File: config.mk
export PLATFORM = sky130hd
export DESIGN_NAME = vit_frame_sequencer
export DESIGN_NICKNAME = d
export VERILOG_FILES = /design/src/rtl/vit_frame_sequencer.sv
export SDC_FILE = /design/constraint.sdc
export NUM_CORES = 1
export LEC_CHECK = 0
export ABC_AREA = 0
export CAP_MARGIN = 30
export CORE_MARGIN = 5
export CORE_UTILIZATION = 30
export CTS_CLUSTER_DIAMETER = 80
export DETAILED_ROUTE_END_ITERATION = 16
export SETUP_SLACK_MARGIN = 0.4
export SYNTH_ARGS = -nofsm -noshare
export SYNTH_HDL_FRONTEND = slang
export SYNTH_SLANG_ARGS = --single-unit
File: constraint.sdc
create_clock -name clk_i -period 5.8 [get_ports clk_i]
set_clock_uncertainty 0.05 [all_clocks]
set_input_delay 1.74 -clock clk_i [delete_from_list [all_inputs] [get_ports clk_i]]
set_output_delay 1.74 -clock clk_i [all_outputs]
set_load 0.01 [all_outputs]
File: src/rtl/vit_frame_sequencer.sv
// Streams softbit words into the decoder input buffer, then starts a frame and waits for done; buffer writes appear 1 cycle after the handshake.
// Backpressure: s_ready_o is only high in LOAD, so the stream stalls while a frame is gapped, started or decoded.
module vit_frame_sequencer #(
  parameter int SRC_ADDR_W = 12,
  parameter int DATA_W     = 24,
  parameter int FRM_W      = 8,
  parameter int TO_W       = 16,
  parameter int GAP_CYC    = 10
) (
  input  logic                  clk_i,
  input  logic                  rst_an_i,
  input  logic                  start_i,
  input  logic [FRM_W-1:0]      num_frames_i,
  input  logic [SRC_ADDR_W-1:0] frame_len_i,
  input  logic [SRC_ADDR_W-1:0] src_base_addr_i,
  input  logic [TO_W-1:0]       timeout_i,
  input  logic                  s_valid_i,
  input  logic [DATA_W-1:0]     s_data_i,
  output logic                  s_ready_o,
  output logic                  buf_wr_o,
  output logic [SRC_ADDR_W-1:0] buf_addr_o,
  output logic [DATA_W-1:0]     buf_wdata_o,
  output logic                  frame_start_o,
  input  logic                  frame_done_i,
  input  logic                  dst_wr_i,
  output logic                  busy_o,
  output logic                  done_o,
  output logic                  timeout_o,
  output logic [FRM_W-1:0]      frame_cnt_o,
  output logic [15:0]           out_wr_cnt_o
);

  typedef enum logic [2:0] {S_IDLE, S_LOAD, S_GAP, S_START, S_WAIT, S_ERR} state_t;

  localparam logic [7:0]            GAP_LAST = 8'(GAP_CYC - 1);
  localparam logic [SRC_ADDR_W-1:0] ONE_A    = SRC_ADDR_W'(1);
  localparam logic [FRM_W-1:0]      ONE_F    = FRM_W'(1);
  localparam logic [TO_W-1:0]       ONE_T    = TO_W'(1);

  state_t                state_q, state_d;
  logic [FRM_W-1:0]      nfrm_q, nfrm_d;
  logic [SRC_ADDR_W-1:0] flen_q, flen_d;
  logic [SRC_ADDR_W-1:0] base_q, base_d;
  logic [TO_W-1:0]       to_q, to_d;
  logic [SRC_ADDR_W-1:0] idx_q, idx_d;
  logic [7:0]            gap_q, gap_d;
  logic [TO_W-1:0]       tcnt_q, tcnt_d;
  logic [FRM_W-1:0]      fcnt_q, fcnt_d;
  logic [15:0]           owc_q, owc_d;
  logic                  tout_q, tout_d;
  logic                  done_q, done_d;
  logic                  wr_q, wr_d;
  logic [SRC_ADDR_W-1:0] addr_q, addr_d;
  logic [DATA_W-1:0]     wdata_q, wdata_d;
  logic                  fstart_q, fstart_d;

  logic                  busy;
  logic                  hs;
  logic [SRC_ADDR_W-1:0] idx_inc;
  logic [FRM_W-1:0]      fcnt_inc;
  logic [TO_W-1:0]       tcnt_inc;

  assign busy     = (state_q == S_LOAD) || (state_q == S_GAP) ||
                    (state_q == S_START) || (state_q == S_WAIT);
  // A zero-length frame must never accept a word, so ready is gated on the length.
  assign s_ready_o = (state_q == S_LOAD) && (flen_q != '0);
  assign hs        = s_valid_i && s_ready_o;
  assign idx_inc   = idx_q + ONE_A;
  assign fcnt_inc  = fcnt_q + ONE_F;
  assign tcnt_inc  = tcnt_q + ONE_T;

  always_comb begin
    state_d  = state_q;
    nfrm_d   = nfrm_q;
    flen_d   = flen_q;
    base_d   = base_q;
    to_d     = to_q;
    idx_d    = idx_q;
    gap_d    = gap_q;
    tcnt_d   = tcnt_q;
    fcnt_d   = fcnt_q;
    owc_d    = owc_q;
    tout_d   = tout_q;
    done_d   = 1'b0;
    wr_d     = 1'b0;
    addr_d   = addr_q;
    wdata_d  = wdata_q;
    fstart_d = 1'b0;

    if (busy && dst_wr_i && (owc_q != 16'hFFFF)) begin
      owc_d = owc_q + 16'd1;
    end

    case (state_q)
      S_IDLE, S_ERR: begin
        if (start_i) begin
          nfrm_d = num_frames_i;
          flen_d = frame_len_i;
          base_d = src_base_addr_i;
          to_d   = timeout_i;
          fcnt_d = '0;
          owc_d  = '0;
          tout_d = 1'b0;
          idx_d  = '0;
          gap_d  = '0;
          tcnt_d = '0;
          if (num_frames_i == '0) begin
            done_d  = 1'b1;
            state_d = S_IDLE;
          end else begin
            state_d = S_LOAD;
          end
        end
      end
      S_LOAD: begin
        if (flen_q == '0) begin
          state_d = S_GAP;
        end else if (hs) begin
          wr_d    = 1'b1;
          addr_d  = base_q + idx_q;
          wdata_d = s_data_i;
          if (idx_inc == flen_q) begin
            idx_d   = '0;
            state_d = S_GAP;
          end else begin
            idx_d = idx_inc;
          end
        end
      end
      S_GAP: begin
        if (gap_q == GAP_LAST) begin
          gap_d   = '0;
          state_d = S_START;
        end else begin
          gap_d = gap_q + 8'd1;
        end
      end
      S_START: begin
        fstart_d = 1'b1;
        tcnt_d   = '0;
        state_d  = S_WAIT;
      end
      S_WAIT: begin
        tcnt_d = tcnt_inc;
        // frame_done_i is checked first so it wins over a coincident timeout.
        if (frame_done_i) begin
          fcnt_d = fcnt_inc;
          tcnt_d = '0;
          if (fcnt_inc == nfrm_q) begin
            done_d  = 1'b1;
            state_d = S_IDLE;
          end else begin
            state_d = S_LOAD;
          end
        end else if ((to_q != '0) && (tcnt_inc == to_q)) begin
          tout_d  = 1'b1;
          tcnt_d  = '0;
          state_d = S_ERR;
        end
      end
      default: state_d = S_IDLE;
    endcase
  end

  always_ff @(posedge clk_i or negedge rst_an_i) begin
    if (!rst_an_i) begin
      state_q  <= S_IDLE;
      nfrm_q   <= '0;
      flen_q   <= '0;
      base_q   <= '0;
      to_q     <= '0;
      idx_q    <= '0;
      gap_q    <= '0;
      tcnt_q   <= '0;
      fcnt_q   <= '0;
      owc_q    <= '0;
      tout_q   <= 1'b0;
      done_q   <= 1'b0;
      wr_q     <= 1'b0;
      addr_q   <= '0;
      wdata_q  <= '0;
      fstart_q <= 1'b0;
    end else begin
      state_q  <= state_d;
      nfrm_q   <= nfrm_d;
      flen_q   <= flen_d;
      base_q   <= base_d;
      to_q     <= to_d;
      idx_q    <= idx_d;
      gap_q    <= gap_d;
      tcnt_q   <= tcnt_d;
      fcnt_q   <= fcnt_d;
      owc_q    <= owc_d;
      tout_q   <= tout_d;
      done_q   <= done_d;
      wr_q     <= wr_d;
      addr_q   <= addr_d;
      wdata_q  <= wdata_d;
      fstart_q <= fstart_d;
    end
  end

  assign buf_wr_o      = wr_q;
  assign buf_addr_o    = addr_q;
  assign buf_wdata_o   = wdata_q;
  assign frame_start_o = fstart_q;
  assign busy_o        = busy;
  assign done_o        = done_q;
  assign timeout_o     = tout_q;
  assign frame_cnt_o   = fcnt_q;
  assign out_wr_cnt_o  = owc_q;

endmodule

== Word level (Yosys, flattened, before mapping) ==
Index checks and enable logic that the tools add are counted.

* Register bits: 151
* Latch bits: 0
* Memory bits (writable): 0
* ROM bits: 0
* Output and inout port bits: 66
* Word-level logic and storage cells: 109
* Memories: 0

* Add/sub/neg operators: 6
* Multiply operators: 0
* Divide/modulo/power cells: 0
* $lt $le $gt $ge: 0
* Eq/ne operators: 20
* Shift operators: 0
* Mux-type cells: 40
* Bitwise gates (word level): 1
* Reductions and logical operators: 26

{| class="wikitable"
|+ Operators with widths
! kind !! number
|-
| $mux W16 || 6
|-
| $mux W12 || 4
|-
| $pmux W16 S3 || 1
|-
| $add A16 B1 Y16 const B || 2
|-
| $pmux W8 S2 || 2
|-
| $mux W8 || 3
|-
| $pmux W12 S2 || 1
|-
| $mux W3 || 7
|-
| $add A8 B1 Y8 const B || 2
|-
| $eq A16 B16 Y1 || 1
|-
| $ne A16 B16 Y1 const B || 1
|-
| $reduce_bool A16 Y1 || 1
|-
| $pmux W3 S5 || 1
|-
| $mux W1 || 13
|-
| $add A12 B1 Y12 const B || 1
|-
| $add A12 B12 Y12 || 1
|-
| $eq A12 B12 Y1 || 1
|-
| $logic_not A12 Y1 || 1
|-
| $reduce_bool A12 Y1 || 1
|-
| $ne A2 B2 Y1 const B || 5
|-
| $eq A8 B4 Y1 const B || 1
|-
| $eq A8 B8 Y1 || 1
|-
| $logic_not A8 Y1 || 1
|-
| $reduce_and A4 Y1 || 2
|-
| 17 further kinds || 33
|}

== Longest topological paths before layout ==
Gate-level depths: netlist of run 1.

* Depth in word-level cells: 9
* Mapped depth: 12

== Least setup slack after synthesis of run 1 ==
No wires, ideal clock.

* Path kind: input-to-reg
* From: input start_i
* To: register base_q[1]
* Library setup time: 133 ps
* Arrival: 2791 ps
* Required time: 5617 ps
* Path slack: 2826 ps
* Stages on the path: 5
* Cells stage by stage: and3b_1 -> clkbuf_1 -> clkbuf_1 -> clkbuf_1 -> o21ai_0

* Word-level cells in the longest chain between the ends: 1

{| class="wikitable"
|+ RTL lines
! what !! RTL line !! RTL
|-
| start: declaration || 12 || <nowiki>input logic start_i,</nowiki>
|-
| $reduce_and A2 Y1 (no line) || n/a ||
|-
| end signal: assignment || 187 || <nowiki>base_q <= base_d;</nowiki>
|-
| end: declaration || 43 || <nowiki>logic [SRC_ADDR_W-1:0] base_q, base_d;</nowiki>
|}

Every way passes these cells.
A chain may end at the register's enable or synchronous reset.

== Worst setup path after layout of run 1 ==
* From: register flen_q[7]
* To: output s_ready_o

* Word-level cells in the longest chain between the ends: 2

{| class="wikitable"
|+ RTL lines
! what !! RTL line !! RTL
|-
| start: declaration || 42 || <nowiki>logic [SRC_ADDR_W-1:0] flen_q, flen_d;</nowiki>
|-
| start signal: assignment || 186 || <nowiki>flen_q <= flen_d;</nowiki>
|-
| $reduce_bool A12 Y1 || 66 || <nowiki>assign s_ready_o = (state_q == S_LOAD) && (flen_q != '0);</nowiki>
|-
| $logic_and A1 B1 Y1 || 66 ||
|-
| end: declaration || 19 || <nowiki>output logic s_ready_o,</nowiki>
|}

Every way passes these cells.

==> summary.txt, run 1 <==
CP max-delay cell: clkdlybuf4s50_1
Max Cap Violations: 0
via/cell ratio: 5.02
Routed Antenna Nets: 0
CP required: 4.01 ns
DR vias: 6681
die area: 0.0304 sq mm
global routing usage on met1: 20.1%
cell taking the most area after synthesis: dfrtp_1
fillers: 2616
Relative slew margins: 47.4%
static leakage: 0.00436 uW
layout cell share with drive strength beyond 1: 10.0%
Data arrival, critical path: 2.13 ns
Int Pwr: 2960 uW
CTS H-tree depth: 4
DR WL/cell: 15.7 um
Final Non-Filler Cells: 1330
CP endpoint kind: output pin
hold_buf cts: 0
crit-path max FO: 4
Iteration-0 DRC Markers: 618
IO Pins: 144
Worst-Margin Slew: 0.789 ns
RSZ-0062 raised after global routing: false
CP startpoint kind: flip-flop
GR Layer Usage met2: 21.6%
clock latency on the worst-skew pair: 0.42 ns
Die Width: 174 um
initial antenna violation count: 0
GRT Util Overall: 14.1%
clock power share: 25.2%
Sw Share: 34.9%
Setup Viol. Count Final: 0
Post-synth EDFFs: 0
register area share after synthesis: 46.6%
multi-input logic area: 0.00408 sq mm
cts bufs inserted: 17
chip height: 174 um
final period utilization: 67.5%
Cell variety after synth: 62
logic gate share of total power: 37.4%
Syn Inst Count: 849
Post-Syn Area: 0.00812 sq mm
Synth Register Bits: 151
Post-synth ARST share: 100%
Net Switching: 1590 uW
post-DP HPWL: 15100 um
Worst-path clk slew: 0.07 ns
fin crit period: 3.92 ns
CTS Buffer Depth: 2
syn avg cell area: 9.56 sq um
largest cells by area after synthesis: dfrtp_1, mux2_2, nand2_1
Crit Path Category: reg2out
First-pass DRT Iterations: 6
CP max stage delay: 0.49 ns
kind of cell adding the most delay to the critical path: simple AND/OR/NAND/NOR gates
CTS tree: built
drt total wl: 20900 um
vias in the first global route: 6531
site row count: 60
Initial Util: 30.3%
I/O Buffers: 143
most frequent cell after synthesis: dfrtp_1
nets@finish: 1072
post-route setup TNS: 0 ns
DRC viols: 0
routing usage on met3: 3.09%
YS warnings: 0
Resize count post-CTS: 0
Synth top area share: 46.6%
clock sink count: 151
commonest cells in the netlist: dfrtp_1, nand2_1, o21ai_0, mux2_2, nor2_1
Pins Over Slew Limit: 0
Hold Crit Class: reg2reg
Area Growth Syn to Fin: 28.8%
core area: 0.0268 sq mm
worst path cell trace: nor4_1, nand3_1, and3_1, clkdlybuf4s50_1
GP Congestion: 0.784
n_diodes: 0
Inst Count DP: 1298
Synthesized Nets: 945
GRT busiest layer: met2
sequential power share: 37.4%
first-pass GRT wire length: 35100 um
crit path buf inv count: 1
ys flop type: dfrtp_1
largest net degree at the start of global routing: 83
postcts setup bufs: 0
cell area power density: 435 mW/mm^2
outcome: complete, no violations
clk root buf: clkbuf_16
Max Freq: 255 MHz
register area: 0.00378 sq mm
worst vdd ir: 0.155 mV
Hold Vio Cnt, Final: 0
grt ovf: 0
## layer usage
metal	part of all wire [%]	routed length, um
met5	0	0
met4	1.2	248
met3	4.1	857
met2	45	9400
met1	50	10400
## registers in the layout, indices dropped and copies added, names as in the netlist
register	flops
buf_wdata_o	24
out_wr_cnt_o	16
tcnt_q	16
to_q	16
base_q	12
buf_addr_o	12
flen_q	12
idx_q	12
frame_cnt_o	8
gap_q	8
nfrm_q	8
state_q	3
buf_wr_o	1
done_o	1
frame_start_o	1
timeout_o	1
## power groups by stage
stage | clock network [uW] | logic, uW | registers [uW]
floorplan | 0 | 1070 | 1680
global placement | 0 | 1680 | 1710
detailed placement | 0 | 1720 | 1720
CTS | 1170 | 1730 | 1700
global route | 1220 | 1900 | 1750
finish | 1140 | 1700 | 1700
## cell usage in the layout, fill, tap and decap left out, drive strengths merged, types with 4 or more instances in the layout
| cell | synthesis | routed |
|---|---|---|
| and2 | 6 | 6 |
| nand2 | 138 | 138 |
| xnor2 | 39 | 39 |
| nand3 | 19 | 19 |
| mux2 | 48 | 48 |
| nand4 | 12 | 12 |
| a21o | 4 | 4 |
| clkdlybuf4s50 | 0 | 142 |
| o31ai | 15 | 15 |
| or3 | 11 | 11 |
| clkbuf | 27 | 20 |
| or4 | 5 | 5 |
| nor4 | 13 | 13 |
| inv | 23 | 24 |
| nor2b | 6 | 6 |
| and4 | 8 | 8 |
| xor2 | 27 | 27 |
| nand2b | 11 | 11 |
| o22ai | 6 | 6 |
| o211ai | 6 | 6 |
| and3 | 18 | 18 |
| mux2i | 5 | 5 |
| o41ai | 7 | 7 |
| clkinv | 0 | 6 |
| ha | 17 | 17 |
| dfrtp | 151 | 151 |
| nor3 | 11 | 11 |
| o21ai | 64 | 64 |
| a31oi | 18 | 18 |
| a21oi | 34 | 34 |
| buf | 15 | 8 |
| nor2 | 48 | 48 |
| a2111oi | 5 | 5 |
## worst register-to-register path, delay by kind of cell, from the launching register on
family                   cells  cell delay [ns]
AO/OA/AOI/OAI                4             0.96
adder cells (fa/ha/maj)      1             0.33
flip-flops                   1             0.48
AND/OR/NAND/NOR              4             1.31
## worst paths after layout
path | slack [ns] | end | start | cells past startpoint
worst max-delay path | 1.88 | s_ready_o | flen_q[7]$_DFFE_PN0P_ | 4
worst min-delay path | 0.42 | buf_wdata_o[10]$_DFFE_PN0P_ | buf_wdata_o[10]$_DFFE_PN0P_ | 2
worst max register to register | 2.53 | tcnt_q[8]$_DFFE_PN0P_ | tcnt_q[0]$_DFFE_PN0P_ | 9
worst min register to register | 0.42 | buf_wdata_o[10]$_DFFE_PN0P_ | buf_wdata_o[10]$_DFFE_PN0P_ | 2
max in group asynchronous | 3.39 | to_q[6]$_DFFE_PN0P_ | rst_an_i | 2
min in group asynchronous | 1.28 | flen_q[10]$_DFFE_PN0P_ | rst_an_i | 1
## final cells by class
class / instances / share of cell area (%)
clock buffer: 20 / 4.27
tap: 341 / 4.08
timing repair buffer: 150 / 14.2
multi-input combinational: 633 / 39.0
clock inverter: 12 / 1.45
inverter: 23 / 0.826
sequential: 151 / 36.1
## per-stage QoR
step | total power (uW) | hold WS (ns) | worst slack [ns] | utilization (%) | area (sq um)
floorplan | 2760 | 0.388 | 2.83 | - | 8120
global placement | 3400 | 0.406 | 1.71 | 36.8 | 9860
detailed placement | 3440 | 0.414 | 1.73 | 36.8 | 9860
CTS | 4600 | 0.430 | 1.82 | 39.0 | 10500
global route | 4870 | 0.446 | 1.76 | 39.0 | 10500
finish | 4550 | 0.424 | 1.88 | 39.0 | 10500
## cells by family (layout without fill, tap and decap cells)
| family | after synthesis | after routing | synth area share (%) |
|---|---|---|---|
| simple gates | 316 | 316 | 18.8 |
| compound gates | 180 | 180 | 14.0 |
| flops | 151 | 151 | 46.6 |
| xor+xnor | 66 | 66 | 7.12 |
| buf+inv | 65 | 205 | 3.30 |
| mux | 53 | 53 | 7.28 |
| fa+ha+maj | 18 | 18 | 2.87 |
No activity file was read; power rests on OpenSTA's default activity.
==> run 2, diff against run 1 <==
Clock period 5.8 ns to 3.18 ns, I/O delays scaled along.
==> run 2 against run 1 <==
Effect of this change: sequential share of layout area shrank 1.9 points; worst setup slack lost 1.4 ns; global-route usage grew 0.072 points; critical endpoint is now tcnt_q[2]$_DFFE_PN0P_; highest routed layer unchanged.
==> summary.txt, run 2 (same netlist as run 1, synthesis figures left out) <==
DR vias: 6954
GRT Util Overall: 14.1%
largest net degree at the start of global routing: 53
post-route cell area: 0.0111 sq mm
outcome: complete, no violations
layout cell share with drive strength beyond 1: 17.8%
CP max stage delay: 0.43 ns
clock latency on the worst-skew pair: 0.42 ns
Worst-Margin Slew: 0.584 ns
grt ovf: 0
via/cell ratio: 5.08
Pins Over Slew Limit: 0
Max Cap Violations: 0
reg2reg start: tcnt_q[0]$_DFFE_PN0P_
drt total wl: 22100 um
Routed Antenna Nets: 0
first-pass GRT wire length: 35300 um
n_diodes: 0
clk root buf: clkbuf_16
cell area power density: 798 mW/mm^2
Relative slew margins: 60.7%
Final Non-Filler Cells: 1370
worst vdd ir: 0.345 mV
nets@finish: 1112
Crit Path Category: reg2reg
I/O Buffers: 143
CTS H-tree depth: 4
r2r setup slk: 0.45 ns
vias in the first global route: 6679
WL met2: 10300 um
met3 WL: 1170 um
CTS Buffer Depth: 2
Area Growth Syn to Fin: 36.8%
commonest non-fill, non-tap cells in the layout: clkdlybuf4s50_1, nand2_1, dfrtp_1, o21ai_0
Inst Count DP: 1313
RSZ-0062 raised after global routing: true
CP endpoint kind: flip-flop
core area: 0.0268 sq mm
cts bufs inserted: 17
IO Pins: 144
Max Used Layer: met4
hold_buf cts: 0
Post-Route Utilization: 41.4%
chip height: 174 um
DRC viols: 0
GP Congestion: 0.825
fin crit period: 2.73 ns
Hold Vio Cnt, Final: 0
Hold Crit Class: reg2reg
Setup Viol. Count Final: 0
max FFs per register: 24
site row count: 60
Die Width: 174 um
CP max-delay cell: dfrtp_2
Max Freq: 367 MHz
crit-path max FO: 8
die area: 0.0304 sq mm
Worst Reg-to-Reg Cells: 11
Worst-path clk slew: 0.06 ns
static leakage: 0.00462 uW
placed inst area: 0.0100 sq mm
Iteration-0 DRC Markers: 427
post-route setup TNS: 0 ns
most common cell after layout, fill and taps aside: clkdlybuf4s50_1
post-DP HPWL: 15500 um
Met1 Wirelength: 10200 um
final period utilization: 85.8%
initial antenna violation count: 0
Initial Util: 30.3%
First-pass DRT Iterations: 5
worst path cell trace: ha_4, nand3_2, buf_6, or4_1, and3_1, o31ai_1, o211a_1, a21oi_4, buf_4, a21oi_1, a31oi_1
Data arrival, critical path: 2.96 ns
crit path to: tcnt_q[2]$_DFFE_PN0P_
Crit Reg-Reg Endpoint: tcnt_q[2]$_DFFE_PN0P_
DR WL/cell: 16.1 um
CP startpoint kind: flip-flop
CP required: 3.41 ns
CTS tree: built
clock sink count: 151
CP startpoint: tcnt_q[0]$_DFFE_PN0P_
run 2: cell count changes in the layout (fill, tap and decap cells not counted), sizes merged:
cell	before	now
inv	24	26
clkbuf	20	19
clkdlybuf4s50	142	140
buf	8	45
clkinv	6	4
dlygate4sd2	0	1
a21oi	34	37
bufinv	3	5
run 2: layout make-up:
class | count | area, sq um
fill | 2553 | 15700
tap | 341 | 427
clock inverter | 14 | 221
clock buffer | 18 | 439
inverter | 23 | 86.3
multi-input combinational | 636 | 4320
timing repair buffer | 187 | 1820
sequential | 151 | 3800
run 2: report_power, final:
group          switching [uW]  internal (uW)  total, uW
combinational            1670           1810       3480
sequential                571           2540       3110
clock                     848           1420       2270
run 2: worst min-delay path by stage:
stage,from,endpoint,cells after the start
global placement,buf_wdata_o[8]$_DFFE_PN0P_,buf_wdata_o[8]$_DFFE_PN0P_,2
global route,gap_q[7]$_DFFE_PN0P_,gap_q[7]$_DFFE_PN0P_,1
detailed placement,gap_q[7]$_DFFE_PN0P_,gap_q[7]$_DFFE_PN0P_,1
finish,buf_wdata_o[10]$_DFFE_PN0P_,buf_wdata_o[10]$_DFFE_PN0P_,2
CTS,gap_q[7]$_DFFE_PN0P_,gap_q[7]$_DFFE_PN0P_,1
floorplan,gap_q[7]$_DFFE_PN0P_,gap_q[7]$_DFFE_PN0P_,1
run 2: critical path: cells and delay by family, from the launching register on:
kind                       cells  cell delay [ns]
AOI/OAI and AO/OA              5             0.93
DFF                            1             0.43
buffers and inverters          2             0.32
and+or+nand+nor                3             0.65
adders and majority gates      1             0.19
run 2: stage by stage:
| step | total power [uW] | hold slack, ns | setup WS [ns] |
|---|---|---|---|
| after CTS | 8800 | 0.423 | 0.341 |
| after global placement | 6300 | 0.408 | 0.302 |
| final | 8870 | 0.420 | 0.452 |
| after floorplan | 5030 | 0.388 | 0.504 |
| after global routing | 9430 | 0.434 | 0.359 |
| after detailed placement | 6370 | 0.414 | 0.183 |
run 2: routing by layer:
metal / vias to the layer above / GRT usage (%)
met4: 0 / 4.19
met3: 25 / 2.98
met5: - / 0
met1: 3353 / 19.5
li1: 3364 / -
met2: 212 / 22.5
run 2: repair_timing:
item                                    4_1_cts  5_1_grt
cloned                                        4        1
pin swaps                                     7       14
gates resized for setup                      25       45
hold endpoints to repair                      0        0
endpoints found under the setup margin       31       33
buffers inserted                              6       14
